==> src/rtl/sprite_pkg.sv <==
// Shared types and defaults for the sprite line scheduler.
// Holds the scheduler state set and the VGA timing defaults.
package sprite_pkg;

    localparam int H_TRIG_DEF   = 1280;
    localparam int V_TOTAL_DEF  = 525;
    localparam int V_ACTIVE_DEF = 480;

    typedef enum logic [2:0] {
        ST_IDLE,
        ST_DRAIN,
        ST_CLEAR,
        ST_START,
        ST_SETTLE,
        ST_RUN
    } sched_state_e;

    // Line that follows v in a frame of v_total lines.
    function automatic logic [9:0] wrap_next_line(logic [9:0] v, int v_total);
        return (int'(v) == v_total - 1) ? 10'd0 : v + 10'd1;
    endfunction

endpackage

==> src/rtl/sprite_line_sched.sv <==
// Per-line scheduler: on each horizontal trigger it drains the drawer, clears the
// back line buffer, kicks the sprite frontend and watches for lines that overrun.
module sprite_line_sched
    import sprite_pkg::*;
#(
    parameter int H_TRIG   = H_TRIG_DEF,
    parameter int V_TOTAL  = V_TOTAL_DEF,
    parameter int V_ACTIVE = V_ACTIVE_DEF
) (
    input  logic        clk,
    input  logic        reset,
    input  logic [10:0] hcount,
    input  logic [9:0]  vcount,
    input  logic        fe_done,
    input  logic        draw_done,
    input  logic        clear_done,
    input  logic        commit_req,
    output logic        start_row,
    output logic [9:0]  next_vcount,
    output logic        clear_req,
    output logic        buf_sel,
    output logic        table_swap,
    output logic        commit_pending,
    output logic        overrun,
    output logic [15:0] overrun_cnt
);

    sched_state_e state_q, state_d;

    logic        start_row_q, start_row_d;
    logic [9:0]  next_vcount_q, next_vcount_d;
    logic        clear_req_q, clear_req_d;
    logic        buf_sel_q, buf_sel_d;
    logic        table_swap_q, table_swap_d;
    logic        pending_q, pending_d;
    logic        overrun_q, overrun_d;
    logic [15:0] overrun_cnt_q, overrun_cnt_d;

    logic trig;
    logic line_done;
    logic overrun_evt;
    logic swap_evt;

    assign trig      = (hcount == 11'(H_TRIG));
    // A trigger landing on the completion cycle still counts the line as finished.
    assign line_done = (state_q == ST_RUN) && fe_done && draw_done;
    assign overrun_evt = trig && (state_q != ST_IDLE) && !line_done;
    assign swap_evt  = trig && (vcount == 10'(V_ACTIVE - 1)) && (pending_q || commit_req);

    // State and output registers.
    always_ff @(posedge clk) begin
        // NOTE: sequential state uses non-blocking assignments so every register
        // samples the pre-edge values, independent of statement order.
        if (reset) begin
            state_q       <= ST_IDLE;
            start_row_q   <= 1'b0;
            next_vcount_q <= 10'd0;
            clear_req_q   <= 1'b0;
            buf_sel_q     <= 1'b0;
            table_swap_q  <= 1'b0;
            pending_q     <= 1'b0;
            overrun_q     <= 1'b0;
            overrun_cnt_q <= 16'd0;
        end else begin
            state_q       <= state_d;
            start_row_q   <= start_row_d;
            next_vcount_q <= next_vcount_d;
            clear_req_q   <= clear_req_d;
            buf_sel_q     <= buf_sel_d;
            table_swap_q  <= table_swap_d;
            pending_q     <= pending_d;
            overrun_q     <= overrun_d;
            overrun_cnt_q <= overrun_cnt_d;
        end
    end

    // Next-state logic.
    always_comb begin
        // NOTE: default first so every path assigns state_d and no latch is inferred.
        state_d = state_q;
        if (trig) begin
            state_d = ST_DRAIN;
        end else begin
            unique case (state_q)
                ST_IDLE:   state_d = ST_IDLE;
                ST_DRAIN:  if (draw_done)  state_d = ST_CLEAR;
                ST_CLEAR:  if (clear_done) state_d = ST_START;
                ST_START:  state_d = ST_SETTLE;
                ST_SETTLE: state_d = ST_RUN;
                ST_RUN:    if (line_done)  state_d = ST_IDLE;
                default:   state_d = ST_IDLE;
            endcase
        end
    end

    // Output logic; strobes are decoded from the upcoming state so they register cleanly.
    always_comb begin
        start_row_d   = (state_d == ST_START);
        clear_req_d   = (state_d == ST_CLEAR);
        table_swap_d  = swap_evt;
        buf_sel_d     = buf_sel_q ^ trig;
        next_vcount_d = trig ? wrap_next_line(vcount, V_TOTAL) : next_vcount_q;
        pending_d     = swap_evt ? 1'b0 : (pending_q || commit_req);
        overrun_d     = overrun_q || overrun_evt;
        overrun_cnt_d = overrun_cnt_q;
        if (overrun_evt && (overrun_cnt_q != 16'hFFFF)) begin
            overrun_cnt_d = overrun_cnt_q + 16'd1;
        end
    end

    assign start_row      = start_row_q;
    assign next_vcount    = next_vcount_q;
    assign clear_req      = clear_req_q;
    assign buf_sel        = buf_sel_q;
    assign table_swap     = table_swap_q;
    assign commit_pending = pending_q;
    assign overrun        = overrun_q;
    assign overrun_cnt    = overrun_cnt_q;

endmodule

==> config.mk <==
export PLATFORM = sky130hd
export DESIGN_NAME = sprite_line_sched
export DESIGN_NICKNAME = d
export VERILOG_FILES = /design/src/rtl/sprite_pkg.sv /design/src/rtl/sprite_line_sched.sv
export SDC_FILE = /design/constraint.sdc
export NUM_CORES = 1
export LEC_CHECK = 0
export ABC_AREA = 1
export BUFFER_PORTS_ARGS = -buffer_cell sky130_fd_sc_hd__buf_2
export CORE_MARGIN = 3
export CORE_UTILIZATION = 40
export DETAILED_ROUTE_END_ITERATION = 7
export GPL_TIMING_DRIVEN = 0
export PLACE_DENSITY = 0.75
export SYNTH_ARGS = -nofsm -noshare
export SYNTH_HDL_FRONTEND = slang
export SYNTH_SLANG_ARGS = --single-unit
==> constraint.sdc <==
create_clock -name clk -period 2.32 [get_ports clk]
set_input_delay 0.116 -clock clk [delete_from_list [all_inputs] [get_ports clk]]
set_output_delay 0.116 -clock clk [all_outputs]
set_load 0.05 [all_outputs]
# Yosys cells after proc, flatten, opt, wreduce, memory -nomap -nowiden
# Index checks and enable logic that the tools add are counted.
[totals] register_bits=35 inputBits=27 output_inout_bits=32 elab_cells=41
[classes] addsub=2 n_eq_ne=11 n_mux=6 n_bitwise=1 reduce_logical=12
[op_table] op="16-bit by 1-bit adder with 16-bit output, second input constant" n=1
[op_table] op="16-bit inequality test, second input constant" n=1
[op_table] op="3-bit case mux with 5 select lines" n=1
[op_table] op="3-bit by 2-bit == test with 1-bit output, second input constant" n=4
[op_table] op="3-bit 2-to-1 mux" n=4
[op_table] op="11-bit == test, second input constant" n=1
[op_table] op="10-bit by 1-bit adder with 10-bit output, second input constant" n=1
[op_table] op="10-bit == test, second input constant" n=1
[op_table] op="10-bit by 9-bit == test with 1-bit output, second input constant" n=1
[op_table] op="10-bit 2-to-1 mux" n=1
[op_table] op="1-bit logical AND" n=7
[op_table] op="3-bit == test, second input constant" n=2
[op_table] op="3-bit by 1-bit == test with 1-bit output, second input constant" n=1
[op_table] op="3-bit nonzero test" n=1
[op_table] op="1-bit logical OR" n=2
[op_table] op="2-bit OR reduction" n=1
[op_table] op="1-bit logical NOT" n=1
[op_table] op="1-bit bitwise XOR" n=1

# Longest topological paths before layout
# Gate-level depths: netlist of run 1.
[logic_depth] ltp_word=7 ltp_mapped=10

# Least setup slack after synthesis of run 1
# OpenSTA, ideal clock, no wires.
[synth_path] path_kind="flip-flop to flip-flop" from="reg overrun_cnt_q[1], in the netlist overrun_cnt[1]" to="reg overrun_cnt_q[8], in the netlist overrun_cnt[8]" setup_time_ns=0.113 t_arrival_ns=1.745 slack_ns=0.462 stages_incl_launch_ff=10 synth_period_minus_slack_ns=1.858 cell_sequence="dfxtp_1 > ha_1 > nand2_1 > nor2_4 > nand4_2 > buf_6 > nand3_1 > nand2_1 > nand2_1 > nor2_1"
[synth_between] elab_chain_cells=2 elab_cells_between_ends=3
[synth_rtl] element="start, declared" line_no="sprite_line_sched.sv:37" text="logic [15:0] overrun_cnt_q, overrun_cnt_d;"
[synth_rtl] element="start signal, assigned" line_no="sprite_line_sched.sv:73" text="overrun_cnt_q <= overrun_cnt_d;"
[synth_rtl] element="parallel branches: the longest is 2 deep, another holds 16-bit by 1-bit adder with 16-bit output"
# Several ways; the timed one is not identified.
# A chain may end at the register's enable or synchronous reset.

# Worst setup path in the final report of run 1
[layout_path] from="reg overrun_cnt_q[0], in the netlist overrun_cnt[0]" to="reg overrun_cnt_q[8], in the netlist overrun_cnt[8]"
# Same word-level chain as after synthesis.

==> PnR_summary.wiki, run 1 <==
{| class="wikitable"
! Metric !! Value
|-
| Metal3 WL || 217 µm
|-
| Most common cell on crit path || sky130_fd_sc_hd__nand2_1
|-
| DPL Wire Length || 3660 µm
|-
| Fin. max-slew vios || 0
|-
| Setup violation total in the final timing report || 0
|-
| Final core utilization || 51.9%
|-
| Post-synth top cells || 73 x sky130_fd_sc_hd__nand2_1, 51 x sky130_fd_sc_hd__inv_1, 47 x sky130_fd_sc_hd__nor2_1, 35 x sky130_fd_sc_hd__dfxtp_1, 24 x sky130_fd_sc_hd__nand3_1
|-
| Cell at the slowest stage of the critical path || sky130_fd_sc_hd__dfxtp_1
|-
| Tot GR Track Use || 16.6%
|-
| Status || finished, final reports clean
|-
| Top layer in use || met4
|-
| Power per unit of standard cell area || ~430 mW/mm²
|-
| Most used flip-flop cell after synthesis || sky130_fd_sc_hd__dfxtp_1
|-
| Number of vias per cell || 4.75
|-
| Count of non-filler cells in the finished layout || 446
|-
| Time the final worst path needs with I/O delays and setup || about 1.6 ns
|-
| Syn Std Cell Area || approximately 0.0021 mm²
|-
| Worst path arrival time || 1.75 ns
|-
| Post-synthesis cell type with the largest combined area || sky130_fd_sc_hd__dfxtp_1
|-
| Setup Crit Path Kind || register to register
|-
| Setup repair after global routing missed its margin || no
|-
| Number of levels the H-tree was split into || 2
|-
| FF+latch count, synth || 35
|-
| Share of synthesized area occupied by flip-flops and latches || 33.5%
|-
| Number of nets at the end of the flow || 410
|-
| Number of flops mapped to enable cells by yosys || 0
|-
| Number of detailed-routing iterations run before antenna repair || 4
|-
| Post-synthesis area per instance || roughly 6.6 µm²
|-
| Number of cells in the design after placement || 440
|-
| Starting density of the core || 42.8%
|-
| Routability Congestion || 0.856
|-
| Hold_sp || commit_req
|-
| Sum of overflow across all layers after global routing || 0
|-
| Fill cell instance count of the final layout || 513
|-
| Post-CTS Repair Setup Buffers || 0
|-
| Number of standard cells after synthesis || 316
|-
| Startpoint class of the critical path || register
|-
| Routed length per placed instance || 10.6 µm
|-
| Sequence of cells on the critical path || ha_1, nand2_1, nor2_4, nand4_2, buf_6, nand3_1, nand2_1, nand2_1, nor2_1
|-
| IR drop worst, VDD || between 0.2 and 0.25 mV
|-
| Longest Clk Path Bufs || 2
|-
| Highest achievable clock rate || 634 MHz
|-
| Post-synth top area share || about a third
|-
| Fin worst setup slack || 0.742 ns
|-
| Worst-path maximum fanout || 10
|-
| Net Count, Synth || 346
|-
| Delay contributed by the slowest stage of the critical path || 0.37 ns
|-
| Share of the clock period used by the worst path after layout || 68.0%
|-
| Pin count of the biggest net entering global routing || 11
|-
| Number of max-cap violations || 0
|-
| Leakage component of the power || 0.00123 µW
|-
| Sum of routed wire length over all layers || around 4700 µm
|-
| Skew final || ~0.0091 ns
|-
| Met1 WL || ~2300 µm
|-
| Final count of hold timing violations || 0
|-
| Via count of the first global-routing pass || 1895
|-
| Min-Delay Path Depth || 3
|-
| Total via count after detailed routing || between 2000 and 2500
|-
| First-pass GRT wire length || around 8300 µm
|-
| Ports || 59
|-
| Clock tree from TritonCTS || built
|-
| Endpoint, Worst Hold || commit_pending
|-
| Number of buffers created by CTS || 5
|-
| Share of final-layout standard cells stronger than drive strength 1 || between 20% and 30%
|-
| Crit path max-delay family || simple AND/OR/NAND/NOR gates
|-
| Sink count of the clock tree || 35
|-
| Setup tns final || 0 ns
|-
| Worst slew margin relative to its limit || 70.4%
|-
| Number of library cell types mapped by synthesis || 27
|-
| Count of hold buffers inserted by post-cts repair || 0
|-
| Total power || 1090 µW
|-
| Remaining DRCs || 0
|-
| Die Y-Extent || 78.3 µm
|-
| Routed wl met2 || 2210 µm
|-
| Later-pin clock latency in the skew report || between 0.2 and 0.3 ns
|-
| X dimension of the die || 78.3 µm
|-
| Pre-CTS setup slack || about 0.77 ns
|-
| Logic depth of the worst register-to-register path || 9
|-
| Antenna fix cells || 0
|-
| Largest register FFs || 16
|-
| Number of placement rows || 25
|-
| Category of the worst setup path capture point || register
|-
| Post-CTS resize count || 0
|-
| Synth warnings || 0
|-
| Count of buffers inserted at the top-level ports || 57
|-
| Die footprint || 0.00613 mm²
|-
| Actual transition at the worst max-transition pin || 0.444 ns
|-
| Startpoint of the lowest-slack register-to-register path || overrun_cnt[0]
|-
| Capturing point of the worst reg2reg path || overrun_cnt[8]
|-
| Signed area change from the synthesized netlist to the final layout || 21.1%
|-
| Clock Root Buffer || sky130_fd_sc_hd__clkbuf_8
|-
| Placeable Area || 0.00488 mm²
|-
| Class of the tightest hold or removal check || primary input to register
|-
| Combined buffer and inverter count along the critical path || 1
|-
| Fraction of registers with async set/reset || 0%
|-
| Antenna-violating nets left || 0
|-
| Data required time of the worst path || 2.50 ns
|-
| Initial antenna violation count || 0
|-
| Register-to-register setup slack || 0.74 ns
|-
| Largest cells by area after synthesis || sky130_fd_sc_hd__dfxtp_1 34%, sky130_fd_sc_hd__nand2_1 13%, sky130_fd_sc_hd__inv_1 9.2%
|-
| DRT iter0 DRCs || 76
|-
| Clock-pin slew on the worst setup and hold paths || 0.07 ns
|-
| Most frequently used cell type in the post-synthesis netlist || sky130_fd_sc_hd__nand2_1
|}
-- routing by layer --
layer / vias to the layer above / GRT usage, %
met2: 44 / 26.5
met1: 952 / 21.8
li1: 1116 / -
met5: - / 0
met3: 5 / 2.98
met4: 0 / 7.69
-- power breakdown --
group | internal [µW] | switching, µW | total, µW
registers | 602 | 0.504 | 603
clock network | 200 | 202 | 402
logic | 33.0 | 54.6 | 87.6
total | 835 | 257 | 1090
-- worst register-to-register path: stages (launching register included) --
cell and delay, ns:
sky130_fd_sc_hd__dfxtp_1 0.37, sky130_fd_sc_hd__ha_1 0.22, sky130_fd_sc_hd__nand2_1 0.11, sky130_fd_sc_hd__nor2_4 0.18, sky130_fd_sc_hd__nand4_2 0.15, sky130_fd_sc_hd__buf_6 0.19, sky130_fd_sc_hd__nand3_1 0.10, sky130_fd_sc_hd__nand2_1 0.05
sky130_fd_sc_hd__nand2_1 0.05, sky130_fd_sc_hd__nor2_1 0.04
-- logic make-up after synthesis --
family | Yosys count | share of synthesized area (%)
and+or+nand+nor | 194 | 46.2
DFF | 35 | 33.5
xor gates and xnor gates | 2 | 0.838
AOI/OAI and AO/OA | 20 | 4.97
adders and majority gates | 3 | 1.80
buffers and inverters | 62 | 12.6
-- layout by cell type (no fill, tap or decap), types with 2 or more instances in the layout --
master	n
sky130_fd_sc_hd__inv_1	51
sky130_fd_sc_hd__clkbuf_1	3
sky130_fd_sc_hd__xor2_1	2
sky130_fd_sc_hd__nor2_1	47
sky130_fd_sc_hd__o21ai_0	5
sky130_fd_sc_hd__nand3_2	10
sky130_fd_sc_hd__a21oi_1	13
sky130_fd_sc_hd__nand2_2	4
sky130_fd_sc_hd__nand3_1	24
sky130_fd_sc_hd__inv_2	3
sky130_fd_sc_hd__dfxtp_1	35
sky130_fd_sc_hd__ha_1	3
sky130_fd_sc_hd__nor2_4	5
sky130_fd_sc_hd__clkbuf_8	5
sky130_fd_sc_hd__nor3_1	9
sky130_fd_sc_hd__or2_2	2
sky130_fd_sc_hd__buf_4	3
sky130_fd_sc_hd__buf_2	58
sky130_fd_sc_hd__nor2_2	4
sky130_fd_sc_hd__nand2_1	73
sky130_fd_sc_hd__nand4_1	13
-- how the worst max path moves through the flow --
stage	from	end	slack [ns]	cells past startpoint
after CTS	overrun_cnt[0]	overrun_cnt[8]	0.75	9
final	overrun_cnt[0]	overrun_cnt[8]	0.74	9
after floorplan	overrun_cnt[1]	overrun_cnt[8]	0.46	9
after global routing	overrun_cnt[0]	overrun_cnt[8]	0.57	9
after global placement	overrun_cnt[0]	overrun_cnt[8]	0.76	9
after detailed placement	overrun_cnt[0]	overrun_cnt[4]	0.77	9
-- final cells by class --
cell class | count | area, µm² | area share (%)
Multi-Input combinational cell | 219 | 1120 | 44.4
Sequential cell | 35 | 701 | 27.7
Timing Repair Buffer | 57 | 285 | 11.3
Inverter | 54 | 203 | 8.01
Tap cell | 67 | 83.8 | 3.31
Clock buffer | 6 | 72.6 | 2.87
Buffer | 8 | 61.3 | 2.42
-- stage by stage --
| stage | cell area, µm² | hold slack [ns] |
|---|---|---|
| 2_1_floorplan | 2090 | 0.298 |
| 3_3_place_gp | 2460 | 0.439 |
| 3_5_place_dp | 2460 | 0.441 |
| 4_1_cts | 2530 | 0.140 |
| 5_1_grt | 2530 | 0.198 |
| 6_report | 2530 | 0.149 |
No activity file was read; power rests on OpenSTA's default activity.
==> run 2, diff against run 1 <==
- PLACE_DENSITY: 0.75 -> 0.77
- clock period: 2.32 -> 1.27 ns (I/O delays scaled with it)
==> run 2 against run 1 <==
- the run now ends with negative setup slack left
- highest routed layer unchanged
- via count increased by 6.1%
- register-to-register slack worse by 0.86 ns
- total power is 87% higher
- core utilization rose by 7.1 points
- routed wire length rose by 17%
- non-clock buffer count increased by 15
- die area is the same
- cell count increased by 3.8%
==> PnR_summary.wiki, run 2 (synthesized netlist as in run 1, its figures left out) <==
{| class="wikitable"
! Metric !! Value
|-
| Remaining DRCs || 0 (unchanged)
|-
| DRT iter0 DRCs || 84 (was 76)
|-
| Share of total power consumed by net switching || 25.4% (was 23.5%)
|-
| Number of buffers created by CTS || 5 (unchanged)
|-
| Clock tree from TritonCTS || built (unchanged)
|-
| Count of hold buffers inserted by post-cts repair || 0 (unchanged)
|-
| First-pass GRT wire length || 8950 µm (was 8320 µm)
|-
| Count of buffers inserted at the top-level ports || 57 (unchanged)
|-
| Ports || 59 (unchanged)
|-
| Startpoint of the worst setup timing path || overrun_cnt[1] (was overrun_cnt[0])
|-
| Number of placement rows || 25 (unchanged)
|-
| Final core utilization || 58.9% (was 51.9%)
|-
| Antenna-violating nets left || 0 (unchanged)
|-
| Startpoint of the lowest-slack register-to-register path || overrun_cnt[1] (was overrun_cnt[0])
|-
| Worst path arrival time || 1.58 ns (was 1.75 ns)
|-
| Largest register FFs || 16 (unchanged)
|-
| Number of max-cap violations || 0 (unchanged)
|-
| Setup repair after global routing missed its margin || yes (was no)
|-
| Skew final || 0.0147 ns (was 0.00913 ns)
|-
| Pre-CTS setup slack || -0.160 ns (was 0.767 ns)
|-
| Fin worst setup slack || -0.119 ns (was 0.742 ns)
|-
| Die Y-Extent || 78.3 µm (unchanged)
|-
| Worst slew margin relative to its limit || 65.9% (was 70.4%)
|-
| Final count of hold timing violations || 0 (unchanged)
|-
| Number of levels the H-tree was split into || 2 (unchanged)
|-
| Total via count after detailed routing || 2246 (was 2117)
|-
| Via count of the first global-routing pass || 2142 (was 1895)
|-
| Signed area change from the synthesized netlist to the final layout || 37.6% (was 21.1%)
|-
| Internal Pwr Total || 1520 µW (was 835 µW)
|-
| Sum of routed wire length over all layers || 5540 µm (was 4740 µm)
|-
| Fin. max-slew vios || 0 (unchanged)
|-
| Number of vias per cell || 4.85 (was 4.75)
|-
| Highest achievable clock rate || 720 MHz (was 634 MHz)
|-
| Status || finished, violations left (was finished, final reports clean)
|-
| Area of the multi-input gates || 0.00126 mm² (was 0.00112 mm²)
|-
| Most common cell after layout, fill and taps aside || sky130_fd_sc_hd__nand2_1 (unchanged)
|-
| Tot GR Track Use || 18.2% (was 16.6%)
|-
| Switching pwr || 520 µW (was 257 µW)
|-
| Share of final-layout standard cells stronger than drive strength 1 || 38.9% (was 26.1%)
|-
| Later-pin clock latency in the skew report || 0.30 ns (was 0.28 ns)
|-
| Sum of overflow across all layers after global routing || 0 (unchanged)
|-
| Leakage component of the power || 0.00139 µW (was 0.00123 µW)
|-
| Share of the clock period used by the worst path after layout || 109% (was 68.0%)
|-
| Reg area || 749 µm² (was 701 µm²)
|-
| Share of total power in sequential cells || 52.8% (was 55.2%)
|-
| Clk network pwr share || 39.2% (was 36.8%)
|-
| Placeable Area || 0.00488 mm² (unchanged)
|-
| Count of non-filler cells in the finished layout || 463 (was 446)
|-
| Worst-path maximum fanout || 10 (unchanged)
|-
| Clock-pin slew on the worst setup and hold paths || 0.08 ns (was 0.07 ns)
|-
| DPL Wire Length || 3790 µm (was 3660 µm)
|-
| Min-Delay Path Depth || 3 (unchanged)
|-
| Endpoint, Worst Hold || commit_pending (unchanged)
|-
| Starting density of the core || 42.8% (unchanged)
|-
| Data required time of the worst path || 1.46 ns (was 2.50 ns)
|-
| Relative contribution of combinational cells to total power || 8.0% (about the same)
|-
| Setup violation total in the final timing report || 14 (was 0)
|-
| Power per unit of standard cell area || 711 mW/mm² (was 431 mW/mm²)
|-
| Routed length per placed instance || 12.0 µm (was 10.6 µm)
|-
| Number of cells in the design after placement || 440 (unchanged)
|-
| Hold_sp || commit_req (unchanged)
|-
| IR drop worst, VDD || 0.495 mV (was 0.213 mV)
|-
| Sink count of the clock tree || 35 (unchanged)
|-
| Actual transition at the worst max-transition pin || 0.511 ns (was 0.444 ns)
|-
| Routability Congestion || 0.859 (was 0.856)
|-
| Time the final worst path needs with I/O delays and setup || 1.39 ns (was 1.58 ns)
|-
| Number of detailed-routing iterations run before antenna repair || 4 (unchanged)
|-
| Antenna fix cells || 0 (unchanged)
|-
| Class of the tightest hold or removal check || primary input to register (unchanged)
|-
| Register-to-register setup slack || -0.12 ns (was 0.74 ns)
|-
| Pin count of the biggest net entering global routing || 11 (unchanged)
|-
| Setup Crit Path Kind || register to register (unchanged)
|-
| Fill cell instance count of the final layout || 458 (was 513)
|-
| Most used cells in the layout excluding fill and tap cells || 69 x sky130_fd_sc_hd__nand2_1, 58 x sky130_fd_sc_hd__buf_2, 50 x sky130_fd_sc_hd__inv_1 (was 73 x sky130_fd_sc_hd__nand2_1, 58 x sky130_fd_sc_hd__buf_2, 51 x sky130_fd_sc_hd__inv_1)
|-
| Initial antenna violation count || 0 (unchanged)
|-
| Die footprint || 0.00613 mm² (unchanged)
|-
| Longest Clk Path Bufs || 2 (unchanged)
|-
| Number of nets at the end of the flow || 425 (was 410)
|-
| Clock Root Buffer || sky130_fd_sc_hd__clkbuf_8 (unchanged)
|-
| Logic depth of the worst register-to-register path || 9 (unchanged)
|-
| Startpoint class of the critical path || register (unchanged)
|-
| Total power || 2040 µW (was 1090 µW)
|-
| X dimension of the die || 78.3 µm (unchanged)
|-
| Category of the worst setup path capture point || register (unchanged)
|-
| Failing checks || negative setup slack
|-
| Capturing point of the worst reg2reg path || overrun_cnt[8] (unchanged)
|}
[run 2: changes by cell type in the layout (fill, tap and decap cells not counted), moves of 4 or more]
cell	before	now
sky130_fd_sc_hd__buf_4	3	13
sky130_fd_sc_hd__dfxtp_2	0	9
sky130_fd_sc_hd__dfxtp_1	35	16
sky130_fd_sc_hd__nor2_1	47	41
sky130_fd_sc_hd__nand2_1	73	69
sky130_fd_sc_hd__dfxtp_4	0	10
sky130_fd_sc_hd__nand3_1	24	18
[run 2: layer usage]
| metal | vias up | wire [µm] | GRT usage, % |
|---|---|---|---|
| met2 | 54 | 2710 | 30.9 |
| met4 | 0 | 120 | 8.92 |
| li1 | 1156 | - | - |
| met5 | - | 0 | 0 |
| met1 | 1025 | 2410 | 20.8 |
| met3 | 11 | 304 | 5.16 |
[run 2: cell type report]
| type | count | share of cell area (%) |
|---|---|---|
| inverter | 54 | 7.14 |
| clock buffer | 7 | 2.65 |
| tap | 67 | 2.92 |
| clock inverter | 1 | 0.174 |
| buffer | 8 | 2.52 |
| timing repair buffer | 72 | 14.8 |
| multi-input combinational | 219 | 43.7 |
| sequential | 35 | 26.1 |
[run 2: stage by stage]
stage          area, µm²  hold slack, ns  TNS [ns]
2_1_floorplan       2180           0.246     -1.65
3_3_place_gp        2550           0.403     -1.18
3_5_place_dp        2550           0.393     -1.60
4_1_cts             2750          0.0999    -0.944
5_1_grt             2880           0.148     -2.58
6_report            2880           0.107     -1.15
[run 2: worst max path at each step]
stage / end / slack [ns] / cells past startpoint
after global routing: overrun_cnt[6] / -0.19 / 8
final: overrun_cnt[8] / -0.12 / 9
after CTS: overrun_cnt[14] / -0.10 / 9
after global placement: overrun_cnt[11] / -0.11 / 9
after detailed placement: overrun_cnt[11] / -0.16 / 9
after floorplan: overrun_cnt[8] / -0.14 / 9
[run 2: worst max-delay path, stage by stage, from the launching register on]
cell and delay [ns]:
sky130_fd_sc_hd__dfxtp_4 0.38, sky130_fd_sc_hd__ha_4 0.15, sky130_fd_sc_hd__nand2_4 0.06, sky130_fd_sc_hd__nor2_4 0.13, sky130_fd_sc_hd__nand4_4 0.15, sky130_fd_sc_hd__buf_8 0.20
sky130_fd_sc_hd__nand3_2 0.08, sky130_fd_sc_hd__nand2_1 0.05, sky130_fd_sc_hd__nand2_1 0.05, sky130_fd_sc_hd__nor2_1 0.04
[run 2: power groups by stage]
stage	Sequential [µW]	Clock, µW	Combinational [µW]
floorplan	1110	0	80.3
detailed placement	1100	0	160
global route	1080	884	182
finish	1080	802	163
CTS	1080	819	162
global placement	1100	0	158
[run 2: timing repair]
item,in CTS,in global routing
endpoints found under the hold margin,0,0
cloned,2,0
buffers inserted,8,5
setup endpoints to repair,17,20
gates resized for setup,12,21
pin swaps,5,7
